===== config.mk =====
export PLATFORM = sky130hd
export DESIGN_NAME = layer_mac_sequencer
export DESIGN_NICKNAME = d
export VERILOG_FILES = /design/src/rtl/layer_mac_sequencer.sv
export SDC_FILE = /design/constraint.sdc
export NUM_CORES = 1
export LEC_CHECK = 0
export ABC_AREA = 1
export CAP_MARGIN = 0
export CORE_ASPECT_RATIO = 2
export CORE_MARGIN = 2
export CORE_UTILIZATION = 54
export CTS_BUF_LIST = sky130_fd_sc_hd__clkbuf_4 sky130_fd_sc_hd__clkbuf_8
export CTS_CLUSTER_SIZE = 8
export DETAILED_ROUTE_END_ITERATION = 6
export PLACE_DENSITY = 0.84
export RECOVER_POWER = 25
export SETUP_SLACK_MARGIN = 0.02
export SYNTH_ARGS = -nofsm -noshare
export SYNTH_HDL_FRONTEND = slang
export SYNTH_SLANG_ARGS = --single-unit

===== constraint.sdc =====
create_clock -name clk_i -period 4.1 [get_ports clk_i]
set_input_delay 0.82 -clock clk_i [delete_from_list [all_inputs] [get_ports clk_i]]
set_output_delay 0.82 -clock clk_i [all_outputs]
set_load 0.03 [all_outputs]

===== src/rtl/layer_mac_sequencer.sv =====
`default_nettype none
// ============================================================================
// Module   : layer_mac_sequencer
// Brief    : Sequences one shared MAC and one activation unit over both
//            layers of the 30-5-3 network; holds hidden and output vectors.
// Revision : 1.0 - initial release
// ============================================================================
module layer_mac_sequencer #(
    parameter int N_IN  = 30,
    parameter int N_HID = 5,
    parameter int N_OUT = 3,
    parameter int DW    = 10,
    parameter int AW    = 8
) (
    input  logic                  clk_i,
    input  logic                  rst_i,
    input  logic                  start_i,
    output logic                  busy_o,
    output logic                  done_o,
    output logic                  w_rd_en_o,
    output logic [AW-1:0]         w_addr_o,
    input  logic [DW-1:0]         w_data_i,
    output logic [4:0]            in_idx_o,
    input  logic [DW-1:0]         in_data_i,
    output logic                  mac_clr_o,
    output logic                  mac_en_o,
    output logic [DW-1:0]         mac_a_o,
    output logic [DW-1:0]         mac_b_o,
    input  logic [DW-1:0]         mac_acc_i,
    output logic                  act_req_o,
    output logic [DW-1:0]         act_in_o,
    input  logic                  act_ack_i,
    input  logic [DW-1:0]         act_out_i,
    output logic [N_HID*DW-1:0]   hid_vec_o,
    output logic [N_OUT*DW-1:0]   out_vec_o
);

    localparam int              C_NMAX     = (N_HID > N_OUT) ? N_HID : N_OUT;
    localparam int              C_NW       = $clog2(C_NMAX + 1);
    localparam logic [4:0]      C_I_LAST   = 5'(N_IN - 1);
    localparam logic [4:0]      C_H_LAST   = 5'(N_HID - 1);
    localparam logic [C_NW-1:0] C_J_LAST   = C_NW'(N_HID - 1);
    localparam logic [C_NW-1:0] C_K_LAST   = C_NW'(N_OUT - 1);
    localparam logic [AW-1:0]   C_OUT_BASE = AW'(N_IN * N_HID);

    typedef enum logic [2:0] {
        S_IDLE      = 3'd0,
        S_HID_ISSUE = 3'd1,
        S_HID_DRAIN = 3'd2,
        S_HID_ACT   = 3'd3,
        S_OUT_ISSUE = 3'd4,
        S_OUT_DRAIN = 3'd5,
        S_OUT_ACT   = 3'd6,
        S_DONE      = 3'd7
    } state_t;

    state_t               state_q, state_d;
    logic [4:0]           term_q, term_d;
    logic [C_NW-1:0]      nrn_q, nrn_d;
    logic                 drain_q, drain_d;
    logic                 vld_q, clr_q, sel_q;
    logic [DW-1:0]        hdly_q, hsel_d;
    logic [N_HID*DW-1:0]  hid_q, hid_d;
    logic [N_OUT*DW-1:0]  out_q, out_d;
    logic                 issue_d, out_layer_d;
    logic [AW-1:0]        addr_d;

    always_comb begin
        state_d     = state_q;
        term_d      = term_q;
        nrn_d       = nrn_q;
        drain_d     = 1'b0;
        hid_d       = hid_q;
        out_d       = out_q;
        issue_d     = 1'b0;
        out_layer_d = 1'b0;
        addr_d      = '0;
        hsel_d      = '0;
        case (state_q)
            S_IDLE: begin
                if (start_i) begin
                    state_d = S_HID_ISSUE;
                    term_d  = '0;
                    nrn_d   = '0;
                end
            end
            S_HID_ISSUE: begin
                issue_d = 1'b1;
                addr_d  = AW'(nrn_q) * AW'(N_IN) + AW'(term_q);
                if (term_q == C_I_LAST) begin
                    term_d  = '0;
                    state_d = S_HID_DRAIN;
                end else begin
                    term_d = term_q + 5'd1;
                end
            end
            // Two cycles: the last mac_en, then the accumulator settles.
            S_HID_DRAIN: begin
                drain_d = ~drain_q;
                if (drain_q) state_d = S_HID_ACT;
            end
            S_HID_ACT: begin
                if (act_ack_i) begin
                    hid_d[int'(nrn_q) * DW +: DW] = act_out_i;
                    if (nrn_q == C_J_LAST) begin
                        nrn_d   = '0;
                        state_d = S_OUT_ISSUE;
                    end else begin
                        nrn_d   = nrn_q + C_NW'(1);
                        state_d = S_HID_ISSUE;
                    end
                end
            end
            S_OUT_ISSUE: begin
                issue_d     = 1'b1;
                out_layer_d = 1'b1;
                addr_d      = C_OUT_BASE + AW'(nrn_q) * AW'(N_HID) + AW'(term_q);
                hsel_d      = hid_q[int'(term_q) * DW +: DW];
                if (term_q == C_H_LAST) begin
                    term_d  = '0;
                    state_d = S_OUT_DRAIN;
                end else begin
                    term_d = term_q + 5'd1;
                end
            end
            S_OUT_DRAIN: begin
                drain_d = ~drain_q;
                if (drain_q) state_d = S_OUT_ACT;
            end
            S_OUT_ACT: begin
                if (act_ack_i) begin
                    out_d[int'(nrn_q) * DW +: DW] = act_out_i;
                    if (nrn_q == C_K_LAST) begin
                        nrn_d   = '0;
                        state_d = S_DONE;
                    end else begin
                        nrn_d   = nrn_q + C_NW'(1);
                        state_d = S_OUT_ISSUE;
                    end
                end
            end
            S_DONE:  state_d = S_IDLE;
            default: state_d = S_IDLE;
        endcase
    end

    always_ff @(posedge clk_i or posedge rst_i) begin
        if (rst_i) begin
            state_q <= S_IDLE;
            term_q  <= '0;
            nrn_q   <= '0;
            drain_q <= 1'b0;
            vld_q   <= 1'b0;
            clr_q   <= 1'b0;
            sel_q   <= 1'b0;
            hdly_q  <= '0;
            hid_q   <= '0;
            out_q   <= '0;
        end else begin
            state_q <= state_d;
            term_q  <= term_d;
            nrn_q   <= nrn_d;
            drain_q <= drain_d;
            // Operand pipe: the read data arrives one cycle after the address.
            vld_q   <= issue_d;
            clr_q   <= issue_d & (term_q == 5'd0);
            sel_q   <= out_layer_d;
            hdly_q  <= hsel_d;
            hid_q   <= hid_d;
            out_q   <= out_d;
        end
    end

    assign busy_o    = (state_q != S_IDLE) && (state_q != S_DONE);
    assign done_o    = (state_q == S_DONE);
    assign w_rd_en_o = issue_d;
    assign w_addr_o  = addr_d;
    assign in_idx_o  = (state_q == S_HID_ISSUE) ? term_q : 5'd0;
    assign mac_en_o  = vld_q;
    assign mac_clr_o = clr_q;
    assign mac_a_o   = vld_q ? (sel_q ? hdly_q : in_data_i) : '0;
    assign mac_b_o   = vld_q ? w_data_i : '0;
    assign act_req_o = (state_q == S_HID_ACT) || (state_q == S_OUT_ACT);
    assign act_in_o  = act_req_o ? mac_acc_i : '0;
    assign hid_vec_o = hid_q;
    assign out_vec_o = out_q;

endmodule
`default_nettype wire

Word-level counts from Yosys, hierarchy flattened. Cells that the tools add are included. W data, S select, Z words.

Flip-flop bits (word level): 105. Input port bits: 44.

Multipliers: 4. Shift-type cells: 5. $add $sub $neg: 6. Bitwise gates (word level): 2. Equal/unequal tests: 19. Reduce and logical (&&, ||, !) cells: 14. Mux-type cells: 32.

Operator list (number): $bwmux W50 (1); $mux W10 (5); $shift A10 B33 Y50 const A (1); $shiftx A10 B33 Y50 (1); $shiftx A50 B10 Y10 (1); $mux W3 (13); $neg A7 Y33 (1); $shift A10 B33 Y30 const A (1); $shiftx A10 B33 Y30 (1); $bwmux W30 (1); $pmux W3 S8 (1); $mux W5 (4); $add A8 B5 Y8 (2); $pmux W8 S2 (1); $eq A3 B3 Y1 const B (5); $pmux W5 S3 (1); $ne A2 B2 Y1 const B (7); $mul A3 B3 Y6 const B (2); $eq A3 B2 Y1 const B (3); $pmux W3 S3 (1); $reduce_bool A3 Y1 (3); $add A8 B6 Y8 const A (1); $mul A5 B3 Y8 const B (1); $mul A3 B4 Y7 const B (1); 18 further kinds (23).

Logic depth before layout (Yosys ltp). Gate-level depths: netlist of the first run.

Word-level depth: 4. Depth in mapped cells: 19. Depth with buffers taken out: 18.

Worst setup path before layout of the first run. Ideal clock, no wire load.

Path kind: flip-flop to output port. From: register nrn_q[0]. To: output port w_addr_o[6]. Arrival: 3.405 ns. Data required time: 3.280 ns. Path slack: -0.125 ns. Buffers on the path: 1. Cell stages (with the launch flop): 13. Path through: dfrtp_1 -> inv_2 -> buf_2 -> fa_1 -> inv_1 -> ha_1 -> fa_1 -> ha_1 -> nand2_1 -> nand2_1 -> nand2_1 -> o21ai_0 -> o21ai_0.

Word-level cells in the longest chain between the ends: 4.

RTL lines: start, declared (RTL line 59) `logic [C_NW-1:0] nrn_q, nrn_d;`; start signal, assigned (RTL line 162) `nrn_q <= nrn_d;`; $mul A3 B3 Y6 (RTL line 117) `addr_d = C_OUT_BASE + AW'(nrn_q) * AW'(N_HID) + AW'(term_q);`; $add A8 B6 Y8 (RTL line 117); $add A8 B5 Y8 (RTL line 117); $pmux W8 S2 * (RTL line 79) `case (state_q)`; end, declared (RTL line 21) `output logic [AW-1:0] w_addr_o,`.

Every way passes the cells marked *; elsewhere a longest branch is shown, timed or not.

Final worst setup path of the first run.
From: register nrn_q[0]. To: output port w_addr_o[7].

Same word-level chain as after synthesis.

==> impl_metrics.json, run 1 <==
{
  "status": "finished, violations left",
  "violations": "max-capacitance violations, max-slew violations, negative setup slack",
  "maxSlewViolCount": 56,
  "total_power_w": 0.00588,
  "grt_max_degree": 57,
  "grt.busiest_layer": "met2",
  "crit_buf_inv": 3,
  "crit_top_cell": "nand2_2",
  "synth_edf_count": 0,
  "dpl.hpwl_um": 24800,
  "antenna_found_initial": 1,
  "p_int_w": 0.00260,
  "pwr-share-comb": 0.652,
  "synth.avg_cell_area_um2": 6.84,
  "initial_utilization": 0.551,
  "p_sw_w": 0.00328,
  "p_per_area_nw_per_um2": 561,
  "ys.warnings.count": 0,
  "cp-end-kind": "primary output",
  "drc": 0,
  "fillCellCount": 1311,
  "yosys.area.top_type_share": 0.322,
  "num_vias": 9069,
  "first_global_vias": 8933,
  "hold_viol": 0,
  "yosysUniqueCellTypes": 53,
  "cts.sinks": 105,
  "wirelength_um": 31800,
  "rsz0062_at_grt": "yes",
  "io_pins": 173,
  "port_buffers": 172,
  "route.detailed.wl_per_inst_um": 20.4,
  "ir_drop_mv": 0.291,
  "synthMuxAreaShare": 0.00245,
  "synthXorXnorAreaFrac": 0.00858,
  "use_met3": 0.0594,
  "layout_setup_ws_ns": -0.0268,
  "cpMaxStageDelayCell": "fa_1",
  "firstDrtPassIters": 6,
  "timing.final.crit_share": 1.01,
  "yosysMostFrequentCell": "nand2_1",
  "clkTransAtPathRegs_ns": 0.11,
  "critical_path_class": "flip-flop to primary output",
  "gp_congestion": 1.05,
  "placementRows": 63,
  "path_cells": "inv_4, fa_1, inv_2, ha_4, fa_1, ha_4, nand2_2, o21ai_2, and2_4, nand2_2, nand2_2, nand3_2, nand2_2, buf_12",
  "utilization": 0.707,
  "cts_tree": "done",
  "worstSkewPairLatency_ns": 0.42,
  "pwr-share-clk": 0.124,
  "p_leak_nw": 5.21,
  "cp_top_family": "adder cells",
  "coreArea_um2": 14800,
  "yosysSeqAreaShare": 0.322,
  "clock_path_buffers": 2,
  "die_w_um": 91.0,
  "cp.arrival_ns": 3.31,
  "use_met1": 0.374,
  "crit_path_start_kind": "flip-flop",
  "htreeDepth": 3,
  "die_area_um2": 16200,
  "synth-main-ff-cell": "dfrtp_1",
  "nets": 1448,
  "crit_fanout": 5,
  "synth_seq_cells": 105,
  "die_y_um": 178,
  "hold_class": "flip-flop to flip-flop",
  "fin_cells": 1564,
  "antenna_left": 0,
  "synthAdderAreaFrac": 0.0720,
  "synth_top_family_by_area": "simple AND/OR/NAND/NOR gates",
  "ys_top_cells_by_count": "326 x nand2_1, 135 x nor2_1, 119 x inv_1",
  "synth_fp_nets": 1278,
  "grtUsageTotal": 0.391,
  "syn_to_final_growth_pct": 28.3,
  "synthTopCellsByArea": "dfrtp_1 32%, nand2_1 15%, nand3_1 6.9%",
  "critical_path_required_ns": 3.28,
  "max_freq_mhz": 242,
  "grtUsageMet2": 0.723,
  "clock_skew_ns": 0.0260,
  "relSlewSlack": -0.587,
  "async_flop_share": 1.00,
  "numCtsBuffers": 9,
  "yosys.area.top_type": "dfrtp_1",
  "period_needed_ns": 4.13,
  "via_per_inst": 5.80,
  "grt_overflow_total": 0,
  "cts-root-buf": "clkbuf_8",
  "drive_gt1_frac": 0.100,
  "synthSimpleGateAreaFrac": 0.360,
  "cpPeakStageDelay_ns": 0.54,
  "drv_cap": 1,
  "drt_iter0_drc": 715,
  "tightest_slew_ns": 2.38,
  "synth-compound-area-share": 0.143,
  "seq_power_share": 0.224,
  "place_inst": 1539,
  "synth_area_um2": 8170,
  "grt_pass1_wl_um": 48200,
  "hold_ws_ns": 0.481,
  "finalSetupViolations": 1,
  "synthCells": 1193,
  "swShare": 0.559
}
## registers in the layout, indices dropped and copies added (netlist names), 3 cells and up
name and cells:
nrn_q 3, out_vec_o 30, hid_vec_o 50, hdly_q 10, state_q 3, term_q 5
## per-stage QoR
stage	cell area (um2)	worst slack, ns	TNS [ns]
after global routing	10500	-0.121	-0.155
final	10500	-0.0268	-0.0268
after global placement	10100	0.304	0
after floorplan	8170	0.0395	0
after detailed placement	10100	0.247	0
after CTS	10400	-0.0538	-0.0538
## final timing paths
check | from | end | slack (ns) | cells past startpoint
worst max register to register | nrn_q[0] | out_vec_o[21] | 0.60 | 17
worst max-delay path | nrn_q[0] | w_addr_o[7] | -0.03 | 14
worst min register to register | out_vec_o[25] | out_vec_o[25] | 0.48 | 2
min in group asynchronous | rst_i | mac_clr_o | 1.67 | 2
max in group asynchronous | rst_i | nrn_q[2] | 0.92 | 2
worst min-delay path | out_vec_o[25] | out_vec_o[25] | 0.48 | 2
## worst reg2reg max path, cell delays in order, from the launching register on
cell and delay [ns]:
dfrtp_1 0.41, buf_4 0.13, buf_6 0.24, ha_1 0.20, ha_1 0.17, inv_1 0.05
ha_1 0.26, nor2_1 0.06, nand2_1 0.10, inv_1 0.05, ha_1 0.28, buf_4 0.30
nand4_2 0.28, nor2_2 0.42, nand3_1 0.20, nand2_1 0.13, nand3_1 0.09, nand2_1 0.07
## timing repair
item | in CTS | in global routing
gates resized for setup | 7 | 15
buffers inserted | 0 | 8
setup endpoints to repair | 3 | 4
endpoints found under the hold margin | 0 | 0
hold buffers | 0 | 0
pin swaps | 0 | 6
## metal layers
layer | vias to the layer above | share of wire | wire length (um)
met5 | - | 0 | 0
met4 | 0 | 0.094 | 3000
met3 | 159 | 0.060 | 1900
met2 | 512 | 0.52 | 16500
met1 | 4188 | 0.33 | 10400
li1 | 4210 | - | -
## cell usage in the layout (no fill, tap or decap), types with 3 or more instances in the layout
| cell type | count |
|---|---|
| ha_4 | 3 |
| o31ai_1 | 3 |
| buf_4 | 31 |
| o21ai_0 | 106 |
| clkinv_2 | 3 |
| a21oi_1 | 44 |
| dfrtp_1 | 104 |
| o21ai_1 | 21 |
| nand3b_1 | 5 |
| nand2_4 | 8 |
| nor2_4 | 8 |
| fa_1 | 9 |
| nand3_2 | 4 |
| nor2_8 | 3 |
| inv_1 | 117 |
| ha_1 | 28 |
| clkdlybuf4s50_1 | 165 |
| o21ai_2 | 4 |
| o21a_1 | 4 |
| clkinv_1 | 3 |
| buf_12 | 5 |
| o22ai_1 | 10 |
| xor2_1 | 6 |
| clkbuf_8 | 9 |
| nand2_2 | 15 |
| a31oi_1 | 3 |
| nand4_1 | 12 |
| nor2_1 | 135 |
| nor2_2 | 11 |
| inv_6 | 3 |
| nand3_1 | 112 |
| nand2_1 | 322 |
| nor3_1 | 6 |
| inv_2 | 10 |
## power groups by stage
stage	sequential [W]	clock, W	combinational (W)
floorplan	0.00147	0	0.00224
global placement	0.00133	0	0.00366
detailed placement	0.00133	0	0.00369
CTS	0.00131	0.000733	0.00371
global route	0.00133	0.000769	0.00409
finish	0.00131	0.000730	0.00383
## cell families (layout without fill, tap and decap cells)
| family | count (synthesis) | in the layout |
|---|---|---|
| AND/OR/NAND/NOR | 648 | 648 |
| other | 0 | 1 |
| flip-flops | 105 | 105 |
| XOR/XNOR | 8 | 8 |
| multiplexers | 2 | 2 |
| AO/OA/AOI/OAI | 211 | 211 |
| adder cells (fa/ha/maj) | 41 | 41 |
| buffers and inverters | 178 | 353 |
## final cells by class
cell class / instances / area, um2 / share of cell area
Antenna cell: 1 / 2.50 / 0.000239
Inverter: 134 / 509 / 0.0486
Clock buffer: 9 / 124 / 0.0118
Sequential cell: 105 / 2630 / 0.251
Multi-Input combinational cell: 910 / 4870 / 0.465
Tap cell: 195 / 244 / 0.0233
Timing Repair Buffer: 203 / 2010 / 0.191
Clock inverter: 7 / 96.3 / 0.00919
Power figures use the tool's default switching activity.
==> inputs of run 2 (changes only) <==
==> constraint.sdc (replaced) <==
create_clock -name clk_i -period 4.06 [get_ports clk_i]
set_input_delay 0.812 -clock clk_i [delete_from_list [all_inputs] [get_ports clk_i]]
set_output_delay 0.812 -clock clk_i [all_outputs]
set_load 0.03 [all_outputs]
==> impl_metrics.json, run 2 (synthesis results as in run 1) <==
{
  "status": "finished, violations left",
  "violations": "max-capacitance violations, max-slew violations",
  "layout_common_cells": "322 x nand2_1, 165 x clkdlybuf4s50_1, 135 x nor2_1, 116 x inv_1, 112 x nand3_1",
  "p_leak_nw": 5.15,
  "critical_path_required_ns": 3.25,
  "fin_cells": 1556,
  "nets": 1441,
  "period_needed_ns": 4.03,
  "ir_drop_mv": 0.370,
  "cp-end-kind": "primary output",
  "coreArea_um2": 14800,
  "die_w_um": 91.0,
  "hold_class": "flip-flop to flip-flop",
  "final_common_cell": "nand2_1",
  "cts-root-buf": "clkbuf_8",
  "cts.sinks": 105,
  "drive_gt1_frac": 0.0933,
  "maxSlewViolCount": 106,
  "timing.final.crit_share": 0.992,
  "dpl.hpwl_um": 24600,
  "clock_path_buffers": 2,
  "numCtsBuffers": 9,
  "grt_overflow_total": 0,
  "path_cells": "inv_2, fa_1, inv_2, ha_4, fa_1, ha_4, nand2_2, o21ai_2, buf_4, o21ai_1, o22ai_2, buf_12",
  "antenna_found_initial": 0,
  "clock_skew_ns": 0.0152,
  "hold_viol": 0,
  "firstDrtPassIters": 6,
  "die_area_um2": 16200,
  "cp.arrival_ns": 3.22,
  "antenna_left": 0,
  "drt_iter0_drc": 771,
  "rsz0062_at_grt": "yes",
  "cpPeakStageDelay_ns": 0.54,
  "finalSetupViolations": 0,
  "crit_path_start_kind": "flip-flop",
  "total_power_w": 0.00581,
  "cp_top_family": "adder cells",
  "largest_reg_flops": 50,
  "drc": 0,
  "crit_buf_inv": 4,
  "port_buffers": 172,
  "drv_cap": 1,
  "p_per_area_nw_per_um2": 561,
  "clkTransAtPathRegs_ns": 0.11,
  "grt_pass1_wl_um": 47600,
  "first_global_vias": 8719,
  "grtUsageTotal": 0.384,
  "place_inst": 1536,
  "die_y_um": 178,
  "crit_fanout": 4,
  "cts_tree": "done",
  "htreeDepth": 3,
  "wirelength_um": 31300,
  "regToRegSetupSlack_ns": 0.65,
  "placementRows": 63,
  "max_freq_mhz": 248,
  "critical_path_class": "flip-flop to primary output",
  "route.detailed.wl_per_inst_um": 20.1,
  "num_vias": 9116,
  "via_per_inst": 5.86,
  "tightest_slew_ns": 2.72,
  "gp_congestion": 1.08,
  "initial_utilization": 0.551,
  "postCtsHoldBufs": 0,
  "cpMaxStageDelayCell": "fa_1",
  "syn_to_final_growth_pct": 26.8,
  "antenna_cells": 0,
  "relSlewSlack": -0.815,
  "io_pins": 173,
  "worstSkewPairLatency_ns": 0.40,
  "grt_max_degree": 106
}
-- run 2: cell count changes in the layout (fill, tap and decap cells not counted), moves of 2 or more --
cell	previous run	this run
buf_4	31	25
clkinv_4	0	2
clkinv_8	2	0
inv_6	3	0
inv_8	0	2
o21ai_1	21	24
o21ai_2	4	2
-- run 2: worst paths after layout --
check | cells past startpoint | end | start
setup / recovery | 12 | w_addr_o[5] | nrn_q[0]
max in group asynchronous | 3 | hid_vec_o[14] | rst_i
hold reg to reg | 2 | out_vec_o[8] | out_vec_o[8]
hold / removal | 2 | out_vec_o[8] | out_vec_o[8]
min in group asynchronous | 3 | term_q[4] | rst_i
setup reg to reg | 15 | out_vec_o[1] | nrn_q[0]
-- run 2: layer usage --
layer | vias to the layer above | global-route usage | routed length [um]
li1 | 4198 | - | -
met4 | 0 | 0.275 | 2580
met3 | 157 | 0.0454 | 1970
met1 | 4231 | 0.377 | 10100
met2 | 530 | 0.727 | 16600
met5 | - | 0 | 0
-- run 2: report_power, final --
part           leakage, nW  switching (W)  total (W)  internal, W
Combinational         3.68        0.00269    0.00381      0.00112
Clock               0.0970       0.000417   0.000675     0.000258
Sequential            1.37       0.000147    0.00132      0.00117
Total                 5.15        0.00325    0.00581      0.00255
-- run 2: repair_timing --
| action | CTS | global route |
|---|---|---|
| gates resized for setup | 5 | 11 |
| setup endpoints to repair | 2 | 3 |
| pin swaps | 0 | 5 |
| setup buffers | 0 | 4 |
-- run 2: worst register-to-register path, cell delays in order (launching register included) --
cell	delay, ns
dfrtp_1	0.37
buf_4	0.35
ha_1	0.22
ha_1	0.17
inv_1	0.05
ha_1	0.26
nor2_1	0.17
nand2_1	0.10
inv_1	0.06
ha_1	0.23
inv_1	0.38
buf_4	0.27
nand2_1	0.08
nor4_1	0.25
nand2_1	0.15
o21ai_0	0.21
-- run 2: area by class of cell --
type,instances,area (um2)
fillers,1286,4460
inverters,134,508
repair buffers,196,1930
flip-flops and latches,105,2630
multi-input cells,910,4850
clock inverters,5,47.5
clock buffers,11,145
well taps,195,244
-- run 2: through the flow --
step | setup TNS (ns) | setup slack, ns | utilization | hold slack, ns | area (um2)
after floorplan | 0 | 0.0196 | - | 0.483 | 8180
after global placement | 0 | 0.385 | 0.682 | 0.458 | 10100
after detailed placement | 0 | 0.283 | 0.682 | 0.460 | 10100
after CTS | 0 | 0.0122 | 0.696 | 0.486 | 10300
after global routing | -0.142 | -0.0593 | 0.699 | 0.510 | 10400
final | 0 | 0.0325 | 0.699 | 0.480 | 10400
